`src/rtl/cpu_dbg_pkg.sv`:
```
// Shared types for the core run/halt/step controller.
// Command opcodes, halt causes and the sequencer state.
package cpu_dbg_pkg;

  localparam logic [1:0] OP_HALT   = 2'd0;
  localparam logic [1:0] OP_RUN    = 2'd1;
  localparam logic [1:0] OP_STEP   = 2'd2;
  localparam logic [1:0] OP_SET_BP = 2'd3;

  localparam logic [2:0] CAUSE_RESET     = 3'd0;
  localparam logic [2:0] CAUSE_CMD       = 3'd1;
  localparam logic [2:0] CAUSE_STEP_DONE = 3'd2;
  localparam logic [2:0] CAUSE_BREAK     = 3'd3;
  localparam logic [2:0] CAUSE_TIMEOUT   = 3'd4;

  typedef enum logic [1:0] {
    ST_HALTED,
    ST_RUN,
    ST_STEP,
    ST_RDREG
  } state_t;

endpackage

```
`src/rtl/cpu_run_ctrl_if.sv`:
```
// Debug host bus: command channel plus register read channel.
// master = host side, slave = run controller.
interface cpu_run_ctrl_if;
  logic        cmd_valid;
  logic        cmd_ready;
  logic [1:0]  cmd_op;
  logic [31:0] cmd_arg;
  logic        dbg_rd_valid;
  logic        dbg_rd_ready;
  logic [4:0]  dbg_rd_idx;
  logic        dbg_rd_rvalid;
  logic [31:0] dbg_rd_data;

  modport master (
    output cmd_valid, cmd_op, cmd_arg,
    output dbg_rd_valid, dbg_rd_idx,
    input  cmd_ready, dbg_rd_ready,
    input  dbg_rd_rvalid, dbg_rd_data
  );

  modport slave (
    input  cmd_valid, cmd_op, cmd_arg,
    input  dbg_rd_valid, dbg_rd_idx,
    output cmd_ready, dbg_rd_ready,
    output dbg_rd_rvalid, dbg_rd_data
  );
endinterface

```
`src/rtl/cpu_run_ctrl.sv`:
```
// Run/halt/step sequencer for the core: gates cpu_en from
// debug commands, a PC breakpoint and a cycle budget.
module cpu_run_ctrl
  import cpu_dbg_pkg::*;
#(
  parameter int MAX_CYCLES = 100,
  parameter int CNT_W      = 16
) (
  input  logic             clk,
  input  logic             rst,
  cpu_run_ctrl_if.slave    bus,
  input  logic [31:0]      pc_in,
  output logic             cpu_en,
  output logic             halted,
  output logic [2:0]       halt_cause,
  output logic [CNT_W-1:0] cycle_cnt,
  output logic [4:0]       rf_dbg_sel,
  input  logic [31:0]      rf_dbg_data
);

  localparam logic [CNT_W-1:0] MAX_CNT = CNT_W'(MAX_CYCLES);

  state_t      state;
  logic [31:0] bp_addr;
  logic        bp_en;
  logic        skip_bp;
  logic [31:0] step_left;
  logic        rvalid_q;
  logic [31:0] rdata_q;

  logic is_run, is_step, is_halted;
  logic timeout, bp_hit;
  logic cmd_fire, rd_fire, halt_cmd;

  assign is_run    = state == ST_RUN;
  assign is_step   = state == ST_STEP;
  assign is_halted = state == ST_HALTED;

  assign timeout = cycle_cnt == MAX_CNT;
  assign bp_hit  = is_run & bp_en & ~skip_bp
                 & (pc_in == bp_addr);
  assign cpu_en  = (is_run & ~bp_hit & ~timeout)
                 | (is_step & ~timeout);
  assign halted  = is_halted | (state == ST_RDREG);

  // A pending command always beats a register read.
  assign bus.cmd_ready    = state != ST_RDREG;
  assign bus.dbg_rd_ready = is_halted & ~bus.cmd_valid;
  assign bus.dbg_rd_rvalid = rvalid_q;
  assign bus.dbg_rd_data   = rdata_q;

  assign cmd_fire = bus.cmd_valid & bus.cmd_ready;
  assign rd_fire  = bus.dbg_rd_valid & bus.dbg_rd_ready;
  assign halt_cmd = cmd_fire & (bus.cmd_op == OP_HALT);

  always_ff @(posedge clk) begin
    if (rst) begin
      state      <= ST_HALTED;
      cycle_cnt  <= '0;
      bp_addr    <= '0;
      bp_en      <= 1'b0;
      skip_bp    <= 1'b0;
      step_left  <= '0;
      halt_cause <= CAUSE_RESET;
      rf_dbg_sel <= '0;
      rdata_q    <= '0;
      rvalid_q   <= 1'b0;
    end else begin
      rvalid_q <= 1'b0;
      if (cpu_en) cycle_cnt <= cycle_cnt + 1'b1;
      if (cmd_fire && bus.cmd_op == OP_SET_BP) begin
        bp_addr <= {bus.cmd_arg[31:2], 2'b00};
        bp_en   <= bus.cmd_arg[0];
      end
      case (state)
        ST_HALTED: begin
          if (cmd_fire) begin
            if (bus.cmd_op == OP_RUN && !timeout) begin
              state   <= ST_RUN;
              skip_bp <= 1'b1;
            end else if (bus.cmd_op == OP_STEP && !timeout
                         && bus.cmd_arg != '0) begin
              state     <= ST_STEP;
              step_left <= bus.cmd_arg;
            end
          end else if (rd_fire) begin
            rf_dbg_sel <= bus.dbg_rd_idx;
            state      <= ST_RDREG;
          end
        end
        ST_RUN: begin
          skip_bp <= 1'b0;
          if (timeout) begin
            state      <= ST_HALTED;
            halt_cause <= CAUSE_TIMEOUT;
          end else if (bp_hit) begin
            state      <= ST_HALTED;
            halt_cause <= CAUSE_BREAK;
          end else if (halt_cmd) begin
            state      <= ST_HALTED;
            halt_cause <= CAUSE_CMD;
          end
        end
        ST_STEP: begin
          step_left <= step_left - 1'b1;
          if (timeout) begin
            state      <= ST_HALTED;
            halt_cause <= CAUSE_TIMEOUT;
          end else if (step_left == 32'd1) begin
            state      <= ST_HALTED;
            halt_cause <= CAUSE_STEP_DONE;
          end else if (halt_cmd) begin
            state      <= ST_HALTED;
            halt_cause <= CAUSE_CMD;
          end
        end
        ST_RDREG: begin
          rdata_q  <= (rf_dbg_sel == 5'd0) ? 32'd0 : rf_dbg_data;
          rvalid_q <= 1'b1;
          state    <= ST_HALTED;
        end
        default: state <= ST_HALTED;
      endcase
    end
  end

endmodule
```
`src/flat_wrapper.sv`:
```
// flat-port wrapper written by rule: the top's interface ports become plain ports
module cpu_run_ctrl_flat import cpu_dbg_pkg::*;
#(
  parameter int MAX_CYCLES = 100,
  parameter int CNT_W      = 16
)
  (clk, rst, pc_in, cpu_en, halted, halt_cause, cycle_cnt, rf_dbg_sel, rf_dbg_data, bus_cmd_valid, bus_cmd_op, bus_cmd_arg, bus_dbg_rd_valid, bus_dbg_rd_idx, bus_cmd_ready, bus_dbg_rd_ready, bus_dbg_rd_rvalid, bus_dbg_rd_data);
  cpu_run_ctrl_if bus_i ();
  input  logic clk;
  input  logic rst;
  input  logic [31:0] pc_in;
  output logic cpu_en;
  output logic halted;
  output logic [2:0] halt_cause;
  output logic [CNT_W-1:0] cycle_cnt;
  output logic [4:0] rf_dbg_sel;
  input  logic [31:0] rf_dbg_data;
  input wire logic [$bits(bus_i.cmd_valid)-1:0] bus_cmd_valid;
  input wire logic [$bits(bus_i.cmd_op)-1:0] bus_cmd_op;
  input wire logic [$bits(bus_i.cmd_arg)-1:0] bus_cmd_arg;
  input wire logic [$bits(bus_i.dbg_rd_valid)-1:0] bus_dbg_rd_valid;
  input wire logic [$bits(bus_i.dbg_rd_idx)-1:0] bus_dbg_rd_idx;
  output wire logic [$bits(bus_i.cmd_ready)-1:0] bus_cmd_ready;
  output wire logic [$bits(bus_i.dbg_rd_ready)-1:0] bus_dbg_rd_ready;
  output wire logic [$bits(bus_i.dbg_rd_rvalid)-1:0] bus_dbg_rd_rvalid;
  output wire logic [$bits(bus_i.dbg_rd_data)-1:0] bus_dbg_rd_data;
  assign bus_i.cmd_valid = bus_cmd_valid;
  assign bus_i.cmd_op = bus_cmd_op;
  assign bus_i.cmd_arg = bus_cmd_arg;
  assign bus_i.dbg_rd_valid = bus_dbg_rd_valid;
  assign bus_i.dbg_rd_idx = bus_dbg_rd_idx;
  assign bus_cmd_ready = bus_i.cmd_ready;
  assign bus_dbg_rd_ready = bus_i.dbg_rd_ready;
  assign bus_dbg_rd_rvalid = bus_i.dbg_rd_rvalid;
  assign bus_dbg_rd_data = bus_i.dbg_rd_data;
  cpu_run_ctrl #(.MAX_CYCLES(MAX_CYCLES), .CNT_W(CNT_W)) u_core (.clk(clk), .rst(rst), .bus(bus_i), .pc_in(pc_in), .cpu_en(cpu_en), .halted(halted), .halt_cause(halt_cause), .cycle_cnt(cycle_cnt), .rf_dbg_sel(rf_dbg_sel), .rf_dbg_data(rf_dbg_data));
endmodule
```
`config.mk`:
```
export PLATFORM = sky130hd
export DESIGN_NAME = cpu_run_ctrl_flat
export DESIGN_NICKNAME = d
export VERILOG_FILES = /design/src/rtl/cpu_dbg_pkg.sv /design/src/rtl/cpu_run_ctrl_if.sv /design/src/rtl/cpu_run_ctrl.sv /design/src/flat_wrapper.sv
export SDC_FILE = /design/constraint.sdc
export NUM_CORES = 1
export LEC_CHECK = 0
export CORE_AREA = 2 2 142 158
export CTS_CLUSTER_SIZE = 16
export DETAILED_ROUTE_END_ITERATION = 8
export DIE_AREA = 0 0 144 160
export PLACE_DENSITY_LB_ADDON = 0.3
export SETUP_SLACK_MARGIN = 0.02
export SYNTH_ARGS = -nofsm -noshare
export SYNTH_HDL_FRONTEND = slang
export SYNTH_SLANG_ARGS = --single-unit
```
`constraint.sdc`:
```
create_clock -name clk -period 3.2 [get_ports clk]
set_input_delay 0.64 -clock clk [delete_from_list [all_inputs] [get_ports clk]]
set_output_delay 0.64 -clock clk [all_outputs]
set_load 0.03 [all_outputs]
```
After elaboration in Yosys (flattened, before gate mapping)
Index checks and enable logic that the tools add are counted.
- eq/ne operators: 16
- $mul: 0
- shift operators: 0
- reduce and logical (&&, ||, !) cells: 16
- order comparisons: 0
- bitwise operators: 17
- $add $sub $neg: 2
- divide/modulo/power cells: 0
- mux-type cells: 25
- operators by type and width (operator ; count):
    $mux 32 ; 4
    $pmux 32 s2 ; 1
    $eq 32x1->1 const B ; 1
    $eq 32x32->1 ; 1
    $reduce_bool 32->1 ; 1
    $sub 32x1->32 const B ; 1
    $mux 2 ; 9
    $add 16x1->16 const B ; 1
    $eq 16x7->1 const B ; 1
    $mux 3 ; 5
    $and 1x1->1 ; 10
    $ne 2x2->1 const B ; 5
    $eq 2x2->1 const B ; 4
    $pmux 2 s4 ; 1
    $pmux 3 s2 ; 1
    $reduce_and 3->1 ; 2
    $reduce_bool 2->1 ; 3
    $logic_not 5->1 ; 1
    $not 1->1 ; 5
    $eq 2x1->1 const B ; 2
    $logic_and 1x1->1 ; 4
    $logic_not 2->1 ; 2
    $ne 4x4->1 const B ; 1
    $reduce_and 4->1 ; 1
    other kinds (6) ; 9
- register bits after elaboration: 123
- bits of input ports: 107
- output and inout bits: 61
- logic and storage cells: 86
- ROM bits: 0
- memories: 0
- latch bits: 0
- memory bits (writable): 0

Longest topological paths before layout
- word-level depth: 8
- depth in mapped cells: 10

Least setup slack after synthesis
No wires, ideal clock.
- kind: input -> output
- start point: in pc_in[26]
- end point: out cpu_en
- slack: 438 ps
- required time: 2560 ps
- cell stages on the path: 6
- arrival time: 2122 ps
- path through: xor2_1 -> nor4_1 -> nand4_1 -> nor4_1 -> clkbuf_1 -> nor2_1
- cells in the longest elaborated chain, start to end: 6
- RTL lines (item ; line ; source):
    from (decl) ; flat_wrapper.sv:11 ; input logic [31:0] pc_in;
    $eq 32x32->1 ; cpu_run_ctrl.sv:41 ; & (pc_in == bp_addr);
    $and 1x1->1 ; cpu_run_ctrl.sv:41 ;
    $not 1->1 ; cpu_run_ctrl.sv:42 ; assign cpu_en = (is_run & ~bp_hit & ~timeout)
    $and 1x1->1 (2 in a row) ; cpu_run_ctrl.sv:42 ;
    $or 1x1->1 ; cpu_run_ctrl.sv:43 ; | (is_step & ~timeout);
    to (decl) ; flat_wrapper.sv:12 ; output logic cpu_en;
Every way passes these cells.

Final worst setup path
- start point: in pc_in[29]
- end point: out cpu_en
Same word-level chain as after synthesis.

==> results.sh <==
export IMPL_io_pins=168
export IMPL_start_util_pct=29.3
export IMPL_clk_path_buf_depth=2
export IMPL_worst_slew_pin_slew_ns=0.731
export IMPL_period_share_pct=97.0
export IMPL_diodes=0
export IMPL_multi_input_area_um2=3640
export IMPL_drive_above_1_share_pct=11.1
export IMPL_crit_fanout=3
export IMPL_r2r_cells=10
export IMPL_r2r_start="u_core.state[1]"
export IMPL_ant_nets=0
export IMPL_drv_cap=0
export IMPL_ys_warnings_count=0
export IMPL_synth_top_area_share_pct=38.9
export IMPL_wl_per_cell_um=16.8
export IMPL_synth_edf_count=0
export IMPL_netlist_top_cells_count="dfxtp_1 (123), nand2_1 (106), a21oi_1 (87), nor2_1 (82), clkbuf_1 (44)"
export IMPL_combPwrFrac_pct=40.7
export IMPL_ff2ff_setup_slack_ns=0.31
export IMPL_hold_class="flip-flop to flip-flop"
export IMPL_clock_sinks=123
export IMPL_first_global_vias=6252
export IMPL_finalSetupTns_ns=0
export IMPL_ys_ff_latch=123
export IMPL_syn_area_per_cell_um2=7.81
export IMPL_crit_chain="clkdlybuf4s50_1, xor2_1, nor4_1, nand4_1, nor4_1, buf_4, nor2_2, buf_6"
export IMPL_slowest_stage="clkdlybuf4s50_1"
export IMPL_power_switching_w=0.00253
export IMPL_setup_violations=0
export IMPL_criticalPathCategory="input pin to output port"
export IMPL_synthMostInstantiatedCell="dfxtp_1"
export IMPL_power_share_clock_pct=31.1
export IMPL_p_int_w=0.00400
export IMPL_cts_inserted_buffers=17
export IMPL_synthFlopType="dfxtp_1"
export IMPL_powerDensity_nw_per_um2=711
export IMPL_cts_tree="done"
export IMPL_fin_nets=1107
export IMPL_synth_cell_types=55
export IMPL_finalHoldViolCount=0
export IMPL_ir_drop_uv=497
export IMPL_synth_area_um2=6320
export IMPL_max_stage_delay_ns=0.42
export IMPL_yosysSeqAreaShare_pct=38.9
export IMPL_place_congestion=0.821
export IMPL_r2r_end="u_core.cycle_cnt[12]"
export IMPL_rsz0062_at_grt="false"
export IMPL_cpMostUsedCell="nor4_1"
export IMPL_path_clk_slew_ns=0.06
export IMPL_grt_ovfl_total=0
export IMPL_die_height_um=160
export IMPL_syn_nets=925
export IMPL_drc=0
export IMPL_vias=6606
export IMPL_drv_slew=0
export IMPL_cts_max_level=4
export IMPL_dieArea_um2=23000
export IMPL_fp_dieW_um=144
export IMPL_postSynthCellCount=810
export IMPL_dpl_hpwl_mm=16.0
export IMPL_port_buffers=167
export IMPL_via_per_inst=5.08
export IMPL_area_delta_synth_final_pct=45.4
export IMPL_min_period_ns=3.10
export IMPL_antenna_found_initial=0
export IMPL_status="finished, final reports clean"
export IMPL_core_area_um2=21600
export IMPL_grt_pass1_wl_mm=33.8
export IMPL_seqPwrFrac_pct=28.2
export IMPL_arrival_ns=2.46
export IMPL_initialDrtViolationCount=455
export IMPL_setup_worst_path_start_class="input pin"
export IMPL_grt_max_degree=64
export IMPL_grt_use_total_pct=18.8
export IMPL_crit_end="cpu_en"
export IMPL_required_ns=2.56
export IMPL_wl_mm=21.8
export IMPL_seq_area_um2=2460
export IMPL_clk_latency_ns=0.42
export IMPL_ys_top_cells_by_area="dfxtp_1 (39%), a21oi_1 (6.9%), nand2_1 (6.3%), nor2_1 (4.9%), a22oi_1 (3.9%)"
export IMPL_async_reset_ff_share_pct=0
export IMPL_critPathLaunch="pc_in[29]"
export IMPL_yosys_area_top_type="dfxtp_1"
export IMPL_drt_pass1_iter_count=4
export IMPL_cp_end_kind="output port"
export IMPL_slew_headroom_pct=50.8
export IMPL_skew_ns=0.0108
export IMPL_max_freq_ghz=0.322
export IMPL_finalPower_w=0.00654
export IMPL_cts_root_buffer="clkbuf_16"
export IMPL_p_leak_nw=3.26
export IMPL_fp_row_count=57
export IMPL_fillers=2148
export IMPL_p_sw_share_pct=38.7
==> cell usage in the layout, fill, tap and decap left out, types with 4 or more instances in the layout <==
cell type	synthesis	final
mux2i_1	5	4
o2bb2ai_1	5	5
nor3_1	29	29
nor4_1	29	27
nand4b_1	4	4
clkdlybuf4s50_1	0	163
and3_1	8	8
inv_1	17	17
mux2_2	16	16
clkbuf_16	0	17
nor2b_1	34	34
nand4_1	14	14
nand2_1	106	106
o32ai_1	12	12
buf_4	0	46
xnor2_1	13	12
nand2b_1	12	12
nand3_1	17	17
a21oi_1	87	86
or3_1	7	7
dfxtp_1	123	123
a22oi_1	33	33
or4_1	7	7
nor4b_1	4	4
inv_6	0	4
o21ai_0	32	32
ha_1	8	8
xor2_1	11	11
nor2_1	82	80
a211oi_1	6	6
==> how the worst min path moves through the flow <==
stage | start | endpoint | slack (ns) | cells after the start
5_1_grt | u_core.bp_addr[2] | u_core.bp_addr[2] | 0.49 | 2
4_1_cts | u_core.bp_addr[2] | u_core.bp_addr[2] | 0.47 | 2
3_5_place_dp | u_core.rf_dbg_sel[0] | u_core.rf_dbg_sel[0] | 0.46 | 2
2_1_floorplan | u_core.bp_addr[4] | u_core.bp_addr[4] | 0.44 | 2
3_3_place_gp | u_core.bp_addr[2] | u_core.bp_addr[2] | 0.46 | 2
6_report | u_core.bp_addr[2] | u_core.bp_addr[2] | 0.47 | 2
==> sequential cells by signal, indices dropped and copies added, names as in the netlist <==
signal	count
u_core.halt_cause	3
u_core.skip_bp	1
u_core.bus.dbg_rd_rvalid	1
u_core.rf_dbg_sel	5
u_core.state	2
u_core.bp_en	1
u_core.cycle_cnt	16
u_core.bus.dbg_rd_data	32
u_core.bp_addr	30
u_core.step_left	32
==> power by group through the flow <==
stage | clock (W) | combinational (W) | sequential (W)
3_3_place_gp | 0 | 0.00261 | 0.00187
3_5_place_dp | 0 | 0.00263 | 0.00187
6_report | 0.00203 | 0.00266 | 0.00184
5_1_grt | 0.00213 | 0.00292 | 0.00187
2_1_floorplan | 0 | 0.00166 | 0.00190
4_1_cts | 0.00206 | 0.00264 | 0.00184
==> through the flow <==
stage / cell area (um^2) / setup slack (ns) / utilization [%] / cells / hold slack (ns)
floorplan: 6320 / 0.438 / - / 810 / 0.445
global placement: 8540 / -0.490 / 39.5 / 1266 / 0.455
detailed placement: 8540 / -0.466 / 39.5 / 1266 / 0.463
CTS: 9170 / 0.0214 / 42.5 / 1298 / 0.473
global route: 9190 / 0.0402 / 42.5 / 1300 / 0.491
finish: 9190 / 0.0967 / 42.5 / 1300 / 0.470
==> timing repair <==
action,CTS,global route
pin swaps,2,3
buffers inserted,0,2
gates resized for setup,6,7
setup endpoints to repair,1,1
hold buffers,0,0
==> worst max-delay path, delay by kind of cell <==
family	cells	cell delay [ns]
simple gates	4	0.90
buf+inv	3	0.76
xor+xnor	1	0.17
==> layer usage <==
layer	global-route usage, %	up-vias	wire length (um)
met3	6.12	24	1710
met1	23.2	3086	9220
met4	6.77	0	476
met5	0	-	0
li1	-	3276	-
met2	30.7	220	10400
==> area by class of cell <==
type / count / area share [%]
flip-flops and latches: 123 / 26.8
well taps: 295 / 4.01
inverters: 18 / 0.735
clock buffers: 19 / 4.93
repair buffers: 213 / 22.2
clock inverters: 13 / 1.77
multi-input cells: 619 / 39.6
==> cells by family after synthesis <==
logic type      share of synthesized area, %
flops                                   38.9
fa+ha+maj                               1.58
simple gates                            29.2
xor+xnor                                3.32
buf+inv                                 4.06
compound gates                          19.2
mux                                     3.64
No activity file was read; power rests on OpenSTA's default activity.
==> patch (config.mk and constraints unchanged) <==
`CNT_W` is set to 16 in 2 places; all go to 20.
--- a/src/rtl/cpu_run_ctrl.sv
+++ b/src/rtl/cpu_run_ctrl.sv
@@ -6,3 +6,3 @@
   parameter int MAX_CYCLES = 100,
-  parameter int CNT_W      = 16
+  parameter int CNT_W      = 20
 ) (
--- a/src/flat_wrapper.sv
+++ b/src/flat_wrapper.sv
@@ -4,3 +4,3 @@
   parameter int MAX_CYCLES = 100,
-  parameter int CNT_W      = 16
+  parameter int CNT_W      = 20
 )
Ports: changed (resized cycle_cnt); port bits go from 168 to 172. No check against the original RTL was run, so the function may have changed too.
==> patch against the original RTL <==
- sequential cell count increased by 4
- area after synthesis decreased by 1.1%
- total power decreased by 9.5%
- worst setup slack improved by 0.040 ns
- final cell count decreased by 0.46%
- clock skew decreased by 0.0029 ns
- cell area decreased by 0.19%
- count of clock-buffer cells in the layout decreased by 1
- wire length decreased by 5.8%
- global-route usage decreased by 1.1 points
- critical endpoint unchanged
- largest power group unchanged
==> patch: results (changes against the original RTL) <==
[setup_path]
r2r-end=u_core.halt_cause[2]  ; was u_core.cycle_cnt[12]
cp_top_family=buffers and inverters  ; was simple AND/OR/NAND/NOR gates
reg2reg_from=u_core.skip_bp  ; was u_core.state[1]
reg2regPathDepth=16  ; was 10
arrival_ns=2.42  ; was 2.46 ns
crit_start=pc_in[7]  ; was pc_in[29]
r2r_slack_ns=0.18  ; was 0.31 ns
crit_fanout=3  ; unchanged

[global_routing]
met2_usage_pct=29.0  ; was 30.7%
grt_use_met3_pct=3.45  ; was 6.12%
grt_use_met1_pct=23.5  ; was 23.2%
grt_max_degree=66  ; was 64
grt_use_total_pct=17.8  ; was 18.8%
grt_pass1_vias=6138  ; was 6252
grt_pass1_wl_um=32500  ; was 33800 µm

[run_status]
status=complete, no violations  ; unchanged

[min_path]
min_to=u_core.bp_addr[22]  ; was u_core.bp_addr[2]
min-delay-start=u_core.bp_addr[22]  ; was u_core.bp_addr[2]

[cells_and_area]
multi_input_area_mm2=0.00348  ; was 0.00364 mm²
nFillCells=2181  ; was 2148
drive_gt1_share_pct=10.4  ; was 11.1%
finish.net_count=1102  ; was 1107
final_cells=1294  ; was 1300

[synth]
synthArstFlopShare_pct=0  ; unchanged
yosys-top-cells-count=nand2_1, dfxtp_1, nor2_1  ; was dfxtp_1, nand2_1, a21oi_1
synth_seq_area_share_pct=40.7  ; was 38.9%
netlist_top_cells_area=dfxtp_1, nand2_1, a21oi_1, a22oi_1, nor2_1  ; was dfxtp_1, a21oi_1, nand2_1, nor2_1, a22oi_1
ys_types=59  ; was 55
syn_inst=796  ; was 810
syn-num-nets=911  ; was 925

[detailed_routing]
met1Wirelength_um=9370  ; was 9220 µm
dr.pass1.iters=5  ; was 4
first_iter_violations=414  ; was 455
routed-wl-met2_um=9790  ; was 10400 µm
met3WireLength_um=1020  ; was 1710 µm
drt-total-wl_um=20500  ; was 21800 µm
num_vias=6454  ; was 6606

[timing]
tightest_slew_ns=0.635  ; was 0.731 ns
finalHoldWorstSlack_ns=0.464  ; was 0.470 ns
finClkSkew_ns=0.00789  ; was 0.0108 ns
fmax_mhz=326  ; was 322 MHz

[placement]
dp_hpwl_um=15000  ; was 16000 µm
placed_area_mm2=0.00846  ; was 0.00854 mm²
io_buffers=171  ; was 167
gp_congestion=0.829  ; was 0.821
pre_cts_ws_ns=-0.531  ; was -0.466 ns

[pwr]
vdd_ir_drop_max_mv=0.363  ; was 0.497 mV
power.leakage_uw=0.00329  ; was 0.00326 µW

[cts]
htreeDepth=4  ; unchanged

-- patch: cells by family after synthesis --
| group | Yosys count | share of synthesized area (%) |
|---|---|---|
| compound gates | 212 | 21.9 |
| xor+xnor | 33 | 4.62 |
| fa+ha+maj | 8 | 1.60 |
| buf+inv | 70 | 4.38 |
| flops | 127 | 40.7 |
| mux | 6 | 1.10 |
| simple gates | 340 | 25.7 |
-- patch: area by class of cell --
cell class	count	area share (%)
clock buffers	18	4.79
clock inverters	13	1.79
inverters	22	0.900
multi-input cells	599	38.0
flip-flops and latches	127	27.7
well taps	295	4.02
repair buffers	220	22.8
-- patch: power breakdown --
group / switching (µW) / internal, µW / leakage, µW
sequential: 131 / 1720 / 0.00103
combinational: 1260 / 818 / 0.00197
clock: 741 / 1240 / 0.000292
total: 2130 / 3780 / 0.00329
-- patch: what timing repair did --
item                       in CTS  in global routing
setup buffers                   9                  1
resized for setup              11                  7
setup endpoints to repair       1                  4
pin swaps                       5                  9
